--- src/rtl/clock_div_pkg.sv ---
// rtl/clock_div_pkg.sv - shared types, constants and ratio normalization for the clock divider controller
package clock_div_pkg;

   typedef enum logic [1:0] {
      S_IDLE   = 2'd0,
      S_GATE   = 2'd1,
      S_LOAD   = 2'd2,
      S_SETTLE = 2'd3
   } state_e;

   localparam int GATE_CYC = 2;

   // Ratio 1 would stall the divider, so it is redirected to bypass (0).
   function automatic int unsigned normalize(input int unsigned n);
      return (n == 32'd1) ? 32'd0 : n;
   endfunction

endpackage

--- src/rtl/clock_div_ctrl_if.sv ---
// rtl/clock_div_ctrl_if.sv - ratio change request handshake between requester and divider controller
interface clock_div_ctrl_if #(
   parameter int SIZE = 3
);
   logic            req_valid;
   logic            req_ready;
   logic [SIZE-1:0] req_n;

   modport master (output req_valid, output req_n, input req_ready);
   modport slave  (input req_valid, input req_n, output req_ready);
endinterface

--- src/rtl/clock_div_ctrl.sv ---
// rtl/clock_div_ctrl.sv - sequences divide-ratio changes as gate, load, settle, release
// Optional config lock is built with CLK_DIV_LOCK_EN; reset ratio comes from `CLK_DIV.
`ifndef CLK_DIV
`define CLK_DIV 2
`endif

module clock_div_ctrl
   import clock_div_pkg::*;
#(
   parameter int SIZE   = 3,
   parameter int SETTLE = 32
) (
   input  logic              clk,
   input  logic              resetb,
   clock_div_ctrl_if.slave   req,
   input  logic              lock,
   output logic [SIZE-1:0]   div_n,
   output logic              div_gate,
   output logic              busy,
   output logic              done,
   output logic              err
);

   localparam int CW = $clog2(SETTLE) + 1;

   state_e          r_state;
   logic [CW-1:0]   r_cnt;
   logic [SIZE-1:0] r_div_n;
   logic [SIZE-1:0] r_pend;
   logic            r_done;
   logic            r_err;

   logic            w_xfer;
   logic            w_locked;
   logic [SIZE-1:0] w_nreq;

   assign w_xfer = req.req_valid && (r_state == S_IDLE);
   assign w_nreq = SIZE'(normalize(32'(req.req_n)));

`ifdef CLK_DIV_LOCK_EN
   logic r_locked;

   // Lock only latches while idle so an in-flight change always completes.
   always_ff @(posedge clk or negedge resetb) begin
      if (!resetb) begin
         r_locked <= 1'b0;
      end else if (lock && (r_state == S_IDLE)) begin
         r_locked <= 1'b1;
      end
   end

   assign w_locked = r_locked;
`else
   logic w_unused_lock;

   assign w_unused_lock = lock;
   assign w_locked      = 1'b0;
`endif

   always_ff @(posedge clk or negedge resetb) begin
      if (!resetb) begin
         r_state <= S_IDLE;
         r_cnt   <= '0;
         r_div_n <= SIZE'(`CLK_DIV);
         r_pend  <= '0;
         r_done  <= 1'b0;
         r_err   <= 1'b0;
      end else begin
         r_done <= 1'b0;
         r_err  <= 1'b0;
         case (r_state)
            S_IDLE: begin
               if (w_xfer) begin
                  if (w_locked) begin
                     r_err <= 1'b1;
                  end else if (w_nreq == r_div_n) begin
                     r_done <= 1'b1;
                  end else begin
                     r_pend  <= w_nreq;
                     r_cnt   <= CW'(GATE_CYC - 1);
                     r_state <= S_GATE;
                  end
               end
            end
            S_GATE: begin
               if (r_cnt == '0) begin
                  r_state <= S_LOAD;
               end else begin
                  r_cnt <= r_cnt - 1'b1;
               end
            end
            S_LOAD: begin
               r_div_n <= r_pend;
               r_cnt   <= CW'(SETTLE - 1);
               r_state <= S_SETTLE;
            end
            S_SETTLE: begin
               // Holds the gate until the divider's synchronizer has seen the new ratio.
               if (r_cnt == '0) begin
                  r_state <= S_IDLE;
                  r_done  <= 1'b1;
               end else begin
                  r_cnt <= r_cnt - 1'b1;
               end
            end
            default: r_state <= S_IDLE;
         endcase
      end
   end

   assign req.req_ready = (r_state == S_IDLE);
   assign div_n         = r_div_n;
   assign div_gate      = (r_state != S_IDLE);
   assign busy          = (r_state != S_IDLE);
   assign done          = r_done;
   assign err           = r_err;

endmodule

--- src/flat_wrapper.sv ---
// flat-port wrapper written by rule: the top's interface ports become plain ports
module clock_div_ctrl_flat import clock_div_pkg::*;
#(
   parameter int SIZE   = 3,
   parameter int SETTLE = 32
)
  (clk, resetb, lock, div_n, div_gate, busy, done, err, req_req_valid, req_req_n, req_req_ready);
  clock_div_ctrl_if #(.SIZE(SIZE)) req_i ();
  input  logic clk;
  input  logic resetb;
  input  logic lock;
  output logic [SIZE-1:0] div_n;
  output logic div_gate;
  output logic busy;
  output logic done;
  output logic err;
  input wire logic [$bits(req_i.req_valid)-1:0] req_req_valid;
  input wire logic [$bits(req_i.req_n)-1:0] req_req_n;
  output wire logic [$bits(req_i.req_ready)-1:0] req_req_ready;
  assign req_i.req_valid = req_req_valid;
  assign req_i.req_n = req_req_n;
  assign req_req_ready = req_i.req_ready;
  clock_div_ctrl #(.SIZE(SIZE), .SETTLE(SETTLE)) u_core (.clk(clk), .resetb(resetb), .req(req_i), .lock(lock), .div_n(div_n), .div_gate(div_gate), .busy(busy), .done(done), .err(err));
endmodule
--- config.mk ---
export PLATFORM = sky130hd
export DESIGN_NAME = clock_div_ctrl_flat
export DESIGN_NICKNAME = d
export VERILOG_FILES = /design/src/rtl/clock_div_pkg.sv /design/src/rtl/clock_div_ctrl_if.sv /design/src/rtl/clock_div_ctrl.sv /design/src/flat_wrapper.sv
export SDC_FILE = /design/constraint.sdc
export NUM_CORES = 1
export LEC_CHECK = 0
export BUFFER_PORTS_ARGS = -buffer_cell sky130_fd_sc_hd__buf_2
export CORE_MARGIN = 2
export CORE_UTILIZATION = 54
export DETAILED_ROUTE_END_ITERATION = 10
export GPL_TIMING_DRIVEN = 0
export PLACE_DENSITY = 0.78
export REMOVE_ABC_BUFFERS = 1
export SLEW_MARGIN = 20
export SYNTH_ARGS = -nofsm -noshare
export SYNTH_HDL_FRONTEND = slang
export SYNTH_SLANG_ARGS = --single-unit
--- constraint.sdc ---
create_clock -name clk -period 2.44 [get_ports clk]
set_input_delay 0.244 -clock clk [delete_from_list [all_inputs] [get_ports clk]]
set_output_delay 0.244 -clock clk [all_outputs]
set_load 0.02 [all_outputs]
=== Yosys cells after proc, flatten, opt, wreduce, memory -nomap -nowiden ===
Cells that the tools add are included.

* Bitwise logic cells: 1
* Equal/unequal tests: 10
* Multiplexer cells: 14
* $mul: 0
* Shifts and indexed selects: 0
* Reductions and logical operators: 8
* Div/mod/pow operators: 0
* Add/sub/neg operators: 1
* Order comparisons: 0

{| class="wikitable"
|+ Operator list
! cell !! count
|-
| 6-bit 2-to-1 mux || 3
|-
| 6-bit one-hot mux with 3 select lines || 1
|-
| 2-bit 2-to-1 mux || 4
|-
| 2-bit one-hot mux with 4 select lines || 1
|-
| 6-bit zero test || 1
|-
| 2-bit by 1-bit != test with 1-bit output, second input constant || 3
|-
| 3-bit AND reduction || 2
|-
| 6-bit by 1-bit subtractor with 6-bit output, second input constant || 1
|-
| 2-bit == test, second input constant || 2
|-
| 2-bit != test, second input constant || 2
|-
| 4-bit AND reduction || 1
|-
| 3-bit by 1-bit == test with 1-bit output, second input constant || 1
|-
| 3-bit == test || 1
|-
| 1-bit 2-to-1 mux || 3
|-
| 3-bit 2-to-1 mux || 1
|-
| 2-bit by 1-bit == test with 1-bit output, second input constant || 1
|-
| 2-bit zero test || 1
|-
| 1-bit one-hot mux with 2 select lines || 1
|-
| 2-bit nonzero test || 1
|-
| 2-bit OR reduction || 1
|-
| 1-bit logical AND || 1
|-
| 1-bit inverter || 1
|}

* Memories kept: 0
* Bits in latches: 0
* Flip-flop bits (word level): 15
* Output and inout bits: 8
* Input bits: 7
* Bits in read-only memories: 0
* Logic and storage cells: 39
* Memory bits (writable): 0

=== Longest topological paths before layout ===
Gate-level depths: netlist (run 1).

* Depth in word-level cells: 6
* Gate-level depth with buffers: 8
* Gate-level depth less buffers: 7

=== Least setup slack after synthesis (run 1) ===
Ideal clock, no wire load.

* Kind: reg2reg
* Start: reg u_core.r_state[0]
* End: reg u_core.r_cnt[1]
* Period minus slack after synthesis: 2,234 ps
* Stages on the path, launching flop included: 9
* Setup time: 125 ps
* Path slack: 206 ps
* Buffers on the path: 1
* Data required time: 2,315 ps
* Arrival time: 2,109 ps
* Cells stage by stage: dfrtp_1 -> clkbuf_1 -> inv_1 -> ha_1 -> inv_1 -> nor2_1 -> a221oi_4 -> nand2_2 -> mux2_4

* Longest elaborated chain between the ends: 4
* Elaborated cells on any way between the ends: 11
* Those cells by class: eq/ne: 6; mux: 1; reduce/logical: 4

{| class="wikitable"
|+ Ends and longest elaborated chain
! element !! line !! text
|-
| from (decl) || clock_div_ctrl.sv:26 || <nowiki>state_e r_state;</nowiki>
|-
| from (signal assigned) || clock_div_ctrl.sv:62 || <nowiki>r_state <= S_IDLE;</nowiki>
|-
| from (signal assigned) || clock_div_ctrl.sv:81 || <nowiki>r_state <= S_GATE;</nowiki>
|-
| from (signal assigned) || clock_div_ctrl.sv:87 || <nowiki>r_state <= S_LOAD;</nowiki>
|-
| 2-bit zero test (*) || -- ||
|-
| named net req_req_ready || flat_wrapper.sv:19 || <nowiki>output wire logic [$bits(req_i.req_ready)-1:0] req_req_ready;</nowiki>
|-
| 1-bit logical AND || clock_div_ctrl.sv:37 || <nowiki>assign w_xfer = req.req_valid && (r_state == S_IDLE);</nowiki>
|-
| 2-bit by 1-bit != test with 1-bit output (no source line) || -- ||
|-
| 3-bit AND reduction (no source line) || -- ||
|-
| to (signal assigned) || clock_div_ctrl.sv:80 || <nowiki>r_cnt <= CW'(GATE_CYC - 1);</nowiki>
|-
| to (signal assigned) || clock_div_ctrl.sv:89 || <nowiki>r_cnt <= r_cnt - 1'b1;</nowiki>
|-
| to (signal assigned) || clock_div_ctrl.sv:94 || <nowiki>r_cnt <= CW'(SETTLE - 1);</nowiki>
|-
| to (decl) || clock_div_ctrl.sv:27 || <nowiki>logic [CW-1:0] r_cnt;</nowiki>
|}

Mark *: on every way through the listed nets, which the timed path passes. The rest lies on a longest branch.
A chain may end at the register's enable or synchronous reset.

=== Final worst setup path (run 1) ===
* Start: reg u_core.r_state[0]
* End: reg u_core.r_cnt[1]

* Longest elaborated chain between the ends: 4
* Elaborated cells on any way between the ends: 11
* Those cells by class: eq/ne: 6; mux: 1; reduce/logical: 4

{| class="wikitable"
|+ Ends and longest elaborated chain
! element !! line !! text
|-
| 2-bit by 1-bit == test with 1-bit output (tied with other cells) || clock_div_ctrl.sv:71 || <nowiki>case (r_state)</nowiki>
|-
| 2-bit OR reduction (no source line) / 1-bit logical AND (equally long branches) || -- ||
|-
| 2-bit != test (no source line) / 2-bit by 1-bit != test with 1-bit output (equally long branches) || -- ||
|-
| 3-bit AND reduction (no source line) || -- ||
|}

Several ways; a longest one is shown, not always the timed one.

==> out/qor.csv, run 1 <==
metric,value,unit
status,finished clean,
Critical Path AT,2360,ps
number of synthesized flops with an enable pin,0,
most frequent cells in the layout,"14 x dfrtp_1, 12 x nor2_1, 12 x buf_2",
Cell Pwr Density,1394,mW/mm2
via count of the routed design,725,
f_max,458.1,MHz
Root Buffer,clkbuf_4,
drt via density,5.894,
P_leak,0.4942,nW
die height,45.86,um
"Seq/Total Area, Yosys",39.81,%
worst skew pair latency,280,ps
worst hold path type,primary input to flip-flop,
Initial Util,56.00,%
Final Setup Violations,0,
diode count,0,
placed cell areas,0.001008,mm2
first-pass GRT wire length,3070,um
RePlAce Congestion,0.8731,
Yosys warning total,0,
number of global-route vias before repair,675,
CORE AREA,0.001689,mm2
drt pass-1 iters,4,
Die Area,0.002103,mm2
layout filler cell count,144,
Final Cycle Share,89.46,%
final hold violations,0,
CTS max path bufs,2,
synth-to-layout area growth,10.45,%
DRT Wirelength,1756,um
clock skew,4.186,ps
total track usage,20.39,%
Slew Limit Fails,0,
average size of a mapped cell,10.28,um2
final antenna-violating net count,0,
H-tree levels,1,
CP Data Required Time,2610,ps
postcts setup bufs,0,
pin count of the biggest net entering global routing,16,
critical path class,flip-flop to flip-flop,
"most common cell after layout, fill and taps aside",dfrtp_1,
# clock sinks,15,
final setup TNS,0,ps
PostCTS Resize Cnt,0,
drt initial violations,22,
sequential cell area,376.6,um2
Die X,45.86,um
TritonCTS clock tree,done,
grt ovf,0,
Max IR drop VDD,0.7512,mV
Crit Path Max Fanout,10,
routed len/inst,14.28,um
Main synth FF type,dfrtp_1,
"Reg clk slew, reported paths",90,ps
Mapped Cells,92,
Layout Nets,121,
FP Rows,15,
Port Buffers,12,
final critical-path required period,2183,ps
async set-reset flop share out of synthesis,100.0,%
Synth Cell Area,945.9,um2
Max-cap violations,0,
dpl hpwl,1352,um
fraction of layout cells with a size suffix above 1,29.25,%
Setup crit end kind,flip-flop,
initial antenna violation count,0,
total CTS buffers,3,
I/O Pins,15,
footprint of the multi-input gates,528.0,um2
final instance area,0.001045,mm2
drc violations,0,
RSZ-0062 raised after global routing,no,
synthesized flop and latch total,15,
startpoint types,flip-flop,
Yosys cell types,33,
==> synth_stat cells (3+ instances only) <==
cell type / instances / area [um2]
dfrtp_1: 14 / 350.3
nor2_1: 12 / 45.04
ha_1: 7 / 87.58
o21ai_0: 7 / 35.03
inv_1: 6 / 22.52
nand2_1: 5 / 18.77
mux2_4: 4 / 60.06
a21oi_1: 3 / 15.01
mux2_2: 3 / 33.78
mux2i_1: 3 / 30.03
nor3_1: 3 / 15.01
==> registers in the layout (all words and copies together) (netlist names) <==
signal / cells
u_core.div_n: 3
u_core.done: 1
u_core.r_cnt: 6
u_core.r_pend: 3
u_core.r_state: 2
==> layout make-up <==
| class | instances | area share [%] |
|---|---|---|
| clock buffer | 4 | 2.515 |
| inverter | 6 | 2.156 |
| multi-input combinational | 68 | 50.54 |
| sequential | 15 | 36.05 |
| tap | 17 | 2.036 |
| timing repair buffer | 13 | 6.707 |
==> what timing repair did <==
action	CTS	global route
hold endpoints to repair	14	0
hold buffers	1	0
setup endpoints to repair	0	0
==> critical path, stage by stage, from the launching register on <==
cell	delay, ps
dfrtp_1	530
inv_1	210
ha_1	340
and2_1	210
a221oi_4	330
nand2_2	150
mux2_4	320
==> worst paths after layout <==
| check | startpoint | end | slack (ps) | cells after the start |
|---|---|---|---|---|
| max | u_core.r_state[0]$_DFFE_PN0P_ | u_core.r_cnt[1]$_DFFE_PN0P_ | 260 | 6 |
| min | req_req_n[0] | u_core.r_pend[0]$_DFFE_PN0P_ | 250 | 3 |
| max reg2reg | u_core.r_state[0]$_DFFE_PN0P_ | u_core.r_cnt[1]$_DFFE_PN0P_ | 260 | 6 |
| min reg2reg | u_core.r_pend[1]$_DFFE_PN0P_ | u_core.r_pend[1]$_DFFE_PN0P_ | 510 | 1 |
| max in group asynchronous | resetb | u_core.div_n[1]$_DFFE_PN1P_ | 1750 | 2 |
| min in group asynchronous | resetb | u_core.done$_DFF_PN0_ | 390 | 2 |
==> cell families after synthesis <==
family                     share of synthesized area [%]
AOI/OAI and AO/OA                                  16.67
xor gates and xnor gates                           1.852
adders and majority gates                          9.259
buffers and inverters                              4.364
DFF                                                39.82
muxes                                              13.10
other                                             0.3964
and+or+nand+nor                                    14.55
==> through the flow <==
step	hold slack (ps)	power [W]	std cells	worst slack, ps	util, %
after floorplan	-51.59	0.001120	89	198.5	-
after global placement	168.0	0.001287	118	294.3	59.70
after detailed placement	168.3	0.001317	118	281.2	59.70
after CTS	248.1	0.001464	123	259.5	61.85
after global routing	257.8	0.001583	123	113.1	61.85
final	250.2	0.001457	123	257.2	61.85
==> power by group <==
part	internal, W	leakage, nW	total, W	switching [W]
clock	0.0000634	0.0150	0.000141	0.0000774
sequential	0.000375	0.181	0.000498	0.000123
combinational	0.000378	0.299	0.000818	0.000440
==> metal layers <==
layer	vias up	global-route usage, %	share of wire, %
li1	351	-	-
met1	357	28.71	48
met2	15	30.56	48
met3	2	3.571	3.3
met4	0	8.571	0.68
met5	-	0	0
(Power assumes the default switching activity.)
==> run 2, diff against run 1 <==
- ABC_AREA: not set -> 1
- CORE_UTILIZATION: 54 -> 55
==> out/qor.csv, run 2 <==
metric,value,unit
Final Setup Violations,0,
top-count cell post-synth,nand2_1,
Yosys top cell area share,35.00,%
f_max,531.2,MHz
PostCTS Resize Cnt,0,
"Reg clk slew, reported paths",90,ps
setup ws final,557.6,ps
RSZ-0062 raised after global routing,no,
overall power,0.001477,W
RePlAce Congestion,0.8152,
status,finished clean,
P_leak,0.5962,nW
CP Data Required Time,2620,ps
Main synth FF type,dfrtp_1,
Die X,46.66,um
most frequent cells in the layout,"43 x nand2_1, 14 x inv_1, 14 x dfrtp_1",
via count of the routed design,863,
# clock sinks,15,
placed insts,166,
DRT Wirelength,2007,um
Die Area,0.002177,mm2
Post-synth top cells,"43 x nand2_1, 14 x dfrtp_1, 14 x inv_1",
Critical Path AT,2070,ps
H-tree levels,1,
Synth Cell Area,0.001001,mm2
layout filler cell count,166,
Slew Limit Fails,0,
I/O Pins,15,
final hold violations,0,
dpl hpwl,1491,um
top post-synthesis cells by area,"dfrtp_1 35%, nand2_1 16%, ha_1 8.8%, nand4_1 6.3%, inv_1 5.3%",
Root Buffer,clkbuf_4,
drt via density,5.047,
total track usage,21.85,%
final setup TNS,0,ps
number of synthesized flops with an enable pin,0,
Max-cap violations,0,
worst hold path type,primary input to flip-flop,
CTS max path bufs,2,
total CTS buffers,3,
R2R setup slack,560,ps
async set-reset flop share out of synthesis,100.0,%
number of global-route vias before repair,789,
Placement Setup Slack,593.9,ps
slowest CP cell,dfrtp_1,
critical path's largest stage delay,500,ps
Port Buffers,12,
routed len/inst,11.74,um
Layout Nets,161,
fraction of layout cells with a size suffix above 1,17.12,%
final antenna-violating net count,0,
Max IR drop VDD,0.7207,mV
Mapped Cells,132,
startpoint types,flip-flop,
"Seq/Total Area, Yosys",37.63,%
Yosys cell types,21,
TritonCTS clock tree,done,
crit-path cells,"inv_1, ha_1, inv_1, or2_1, nand3_4, nand2_1, nand2_1",
initial antenna violation count,0,
post-route insts no fill,171,
Worst Hold Margin,239.4,ps
grt ovf,0,
CORE AREA,0.001727,mm2
FP Rows,15,
die height,46.66,um
"most common cell after layout, fill and taps aside",nand2_1,
critical path class,flip-flop to flip-flop,
first-pass GRT wire length,3360,um
register bank with the most flops,u_core.r_cnt,
Final Cycle Share,77.15,%
final critical-path required period,1882,ps
Initial Util,57.97,%
synth-to-layout area growth,10.25,%
pin count of the biggest net entering global routing,16,
drc violations,0,
max reg flops,6,
diode count,0,
Yosys warning total,0,
Crit Path Max Fanout,10,
Setup crit end kind,flip-flop,
Cell Pwr Density,1338,mW/mm2
average size of a mapped cell,7.583,um2
clock skew,11.60,ps
synthesized flop and latch total,15,
drt initial violations,12,
Synth area leader,dfrtp_1,
worst skew pair latency,300,ps
drt pass-1 iters,4,
-- run 2: logic make-up (layout without fill, tap and decap cells) --
logic type / Yosys count / count (layout) / synth area share, %
AND/OR/NAND/NOR: 78 / 78 / 38.63
buffers and inverters: 19 / 33 / 8.625
flip-flops: 15 / 15 / 37.63
AO/OA/AOI/OAI: 12 / 12 / 5.999
adder cells (fa/ha/maj): 7 / 7 / 8.750
other: 1 / 1 / 0.3746
-- run 2: power by group --
part | internal, W | switching (W) | total (W)
logic | 0.000306 | 0.000554 | 0.000860
clock network | 0.0000611 | 0.0000864 | 0.000147
registers | 0.000365 | 0.000104 | 0.000469
total | 0.000732 | 0.000745 | 0.00148
-- run 2: final cells by class --
class	instances	area (um2)	area share (%)
Multi-Input combinational cell	98	538.0	48.75
Sequential cell	15	376.6	34.13
Clock inverter	1	5.005	0.4535
Tap cell	25	31.28	2.834
Clock buffer	3	22.52	2.041
Inverter	16	60.06	5.442
Timing Repair Buffer	13	70.07	6.349
-- run 2: metal layers --
metal | vias to the layer above | routed length (um) | GRT usage [%]
li1 | 454 | - | -
met1 | 386 | 999 | 29.88
met2 | 16 | 917 | 35.28
met3 | 7 | 58 | 3.529
met4 | 0 | 32 | 6.667
met5 | - | 0 | 0
-- run 2: through the flow --
stage | utilization [%] | instance area [um2]
2_1_floorplan | - | 974.7
3_3_place_gp | 61.74 | 1066
3_5_place_dp | 61.74 | 1066
4_1_cts | 63.91 | 1104
5_1_grt | 63.91 | 1104
6_report | 63.91 | 1104
-- run 2: final timing paths --
path | startpoint | end | depth (start not counted)
min | req_req_valid | u_core.done$_DFF_PN0_ | 3
min reg2reg | u_core.r_pend[1]$_DFFE_PN0P_ | u_core.div_n[1]$_DFFE_PN1P_ | 2
max reg2reg | u_core.r_state[0]$_DFFE_PN0P_ | u_core.r_cnt[5]$_DFFE_PN0P_ | 7
max | u_core.r_state[0]$_DFFE_PN0P_ | u_core.r_cnt[5]$_DFFE_PN0P_ | 7
max in group asynchronous | resetb | u_core.div_n[1]$_DFFE_PN1P_ | 2
min in group asynchronous | resetb | u_core.div_n[2]$_DFFE_PN0P_ | 2
-- run 2: what timing repair did --
action                                 4_1_cts  5_1_grt
hold buffers                                 1        0
endpoints found under the hold margin       14        0
buffers inserted                             0        0
-- run 2: worst max-delay path, delay by kind of cell, from the launching register on --
family	cells	cell delay (ps)
simple gates	4	690
buf+inv	2	280
fa+ha+maj	1	310
flops	1	500
==> run 3, diff against run 2 <==
- ABC_AREA: 1 -> 0
- CORE_UTILIZATION: 55 -> 49
- PLACE_DENSITY: 0.78 -> 0.74
- clock period: 2.44 -> 1.6 ns (I/O delays scaled with it)
==> out/qor.csv, run 3 (synthesis results as in run 1) <==
metric,value,unit
status,"complete, but fails checks",
violated checks,negative setup slack,
I/O Pins,15,
startpoint types,flip-flop,
Max IR drop VDD,1.346,mV
setup ws final,-193.8,ps
final critical-path required period,1794,ps
Cell Pwr Density,2181,mW/mm2
fraction of layout cells with a size suffix above 1,43.59,%
f_max,557.5,MHz
drc violations,0,
Final Setup Violations,11,
Reg2Reg Depth,5,
Seq pwr share,27.9,%
drt pass-1 iters,4,
Port Buffers,12,
Crit Path Max Fanout,4,
first-pass GRT wire length,3139,um
synth-to-layout area growth,26.32,%
worst setup path start,u_core.div_n[1]$_DFFE_PN1P_,
Worst Setup EP,u_core.r_cnt[1]$_DFFE_PN0P_,
Reg-to-Reg End,u_core.r_cnt[1]$_DFFE_PN0P_,
placed insts,126,
grt ovf,0,
Placement Setup Slack,-574.1,ps
DRT Wirelength,1948,um
diode count,0,
Layout Nets,132,
critical path class,flip-flop to flip-flop,
Final Cycle Share,112.1,%
Net Sw Frac,42.72,%
Slew Limit Fails,0,
layout filler cell count,140,
pin count of the biggest net entering global routing,16,
R2R setup slack,-190,ps
most frequent cells in the layout,"13 x dfrtp_1, 12 x buf_2, 11 x nor2_1",
drt via density,5.430,
RePlAce Congestion,0.8206,
Root Buffer,clkbuf_4,
crit-path cells,"and4bb_1, a31o_4, a221oi_4, nand2_2, mux2_4",
Die X,47.94,um
total CTS buffers,3,
Die Area,0.002298,mm2
post-route insts no fill,142,
clock skew,3.890,ps
Setup crit end kind,flip-flop,
"most common cell after layout, fill and taps aside",dfrtp_1,
dpl hpwl,1252,um
worst skew pair latency,280,ps
total track usage,19.91,%
via count of the routed design,771,
critical path's largest stage delay,540,ps
H-tree levels,1,
max reg flops,6,
Clock Power Share,8.5,%
drt initial violations,12,
Initial Util,53.62,%
"Reg clk slew, reported paths",90,ps
final hold violations,0,
Net Sw Power,0.001113,W
die height,47.94,um
worst hold path type,primary input to flip-flop,
Critical Path AT,1970,ps
Worst R2R Start,u_core.div_n[1]$_DFFE_PN1P_,
FP Rows,15,
register bank with the most flops,u_core.r_cnt,
P_leak,0.5520,nW
Max-cap violations,0,
cell-internal power,0.001493,W
RSZ-0062 raised after global routing,yes,
CORE AREA,0.001764,mm2
slowest CP cell,dfstp_2,
TritonCTS clock tree,done,
# clock sinks,15,
Combinational Power Share,63.5,%
CP Data Required Time,1780,ps
initial antenna violation count,0,
CTS max path bufs,2,
final antenna-violating net count,0,
number of global-route vias before repair,706,
routed len/inst,13.72,um
-- run 3: cell types whose count changed in the layout (fill, tap and decap cells not counted), moves of 3 or more --
cell	delta
buf_4	+10
inv_1	-9
mux2_2	+3
mux2_4	+4
mux2i_1	+3
nand2_1	-38
nand3_1	-8
nand4_1	-10
nor3_1	+3
o21ai_0	-7
o21ai_2	+4
-- run 3: worst min path at each step --
stage | start | endpoint | slack (ps) | cells past startpoint
after floorplan | resetb | u_core.div_n[0]$_DFFE_PN0P_ | -140 | 0
after global placement | resetb | u_core.r_pend[1]$_DFFE_PN0P_ | 90 | 1
after detailed placement | resetb | u_core.r_pend[1]$_DFFE_PN0P_ | 90 | 1
after CTS | req_req_n[1] | u_core.r_pend[1]$_DFFE_PN0P_ | 170 | 2
after global routing | req_req_n[0] | u_core.r_pend[0]$_DFFE_PN0P_ | 170 | 3
final | req_req_n[0] | u_core.r_pend[0]$_DFFE_PN0P_ | 170 | 3
-- run 3: cell type report --
type,count,area [um2],area share [%]
multi-input cells,68,576.8,48.27
flip-flops and latches,15,377.9,31.62
repair buffers,24,156.4,13.09
well taps,25,31.28,2.618
clock buffers,4,26.28,2.199
inverters,6,26.28,2.199
-- run 3: repair_timing --
| action | 4_1_cts | 5_1_grt |
|---|---|---|
| hold buffers | 1 | 0 |
| setup endpoints to repair | 14 | 12 |
| pin swaps | 7 | 4 |
| buffers inserted | 10 | 2 |
| resized for setup | 12 | 6 |
| hold endpoints to repair | 14 | 0 |
-- run 3: per-stage QoR --
stage | setup TNS, ps | utilization [%] | power [W] | hold slack [ps] | cell area (um2)
after global placement | -3681 | 57.73 | 0.001952 | 86.30 | 1018
after floorplan | -4657 | - | 0.001708 | -135.6 | 927.1
final | -1404 | 67.73 | 0.002607 | 167.0 | 1195
after CTS | -1449 | 66.45 | 0.002503 | 169.1 | 1172
after global routing | -2164 | 67.73 | 0.002797 | 170.6 | 1195
after detailed placement | -4055 | 57.73 | 0.001991 | 86.58 | 1018
-- run 3: power groups by stage --
stage          Sequential [W]  Combinational, W  Clock [W]
2_1_floorplan        0.000768          0.000941          0
3_5_place_dp         0.000761           0.00123          0
5_1_grt              0.000753           0.00180   0.000245
4_1_cts              0.000722           0.00156   0.000224
3_3_place_gp         0.000750           0.00120          0
6_report             0.000728           0.00166   0.000222
-- run 3: worst max-delay path, delay by kind of cell, from the launching register on --
kind	cells	cell delay (ps)
compound gates	2	540
flops	1	540
mux	1	310
simple gates	2	310
-- run 3: layer usage --
metal,global-route usage (%),up-vias,share of wire [%]
met5,0,-,0
met4,11.89,0,3.6
met3,5.283,9,4.1
met2,28.80,19,45
met1,26.38,371,48
li1,-,372,-
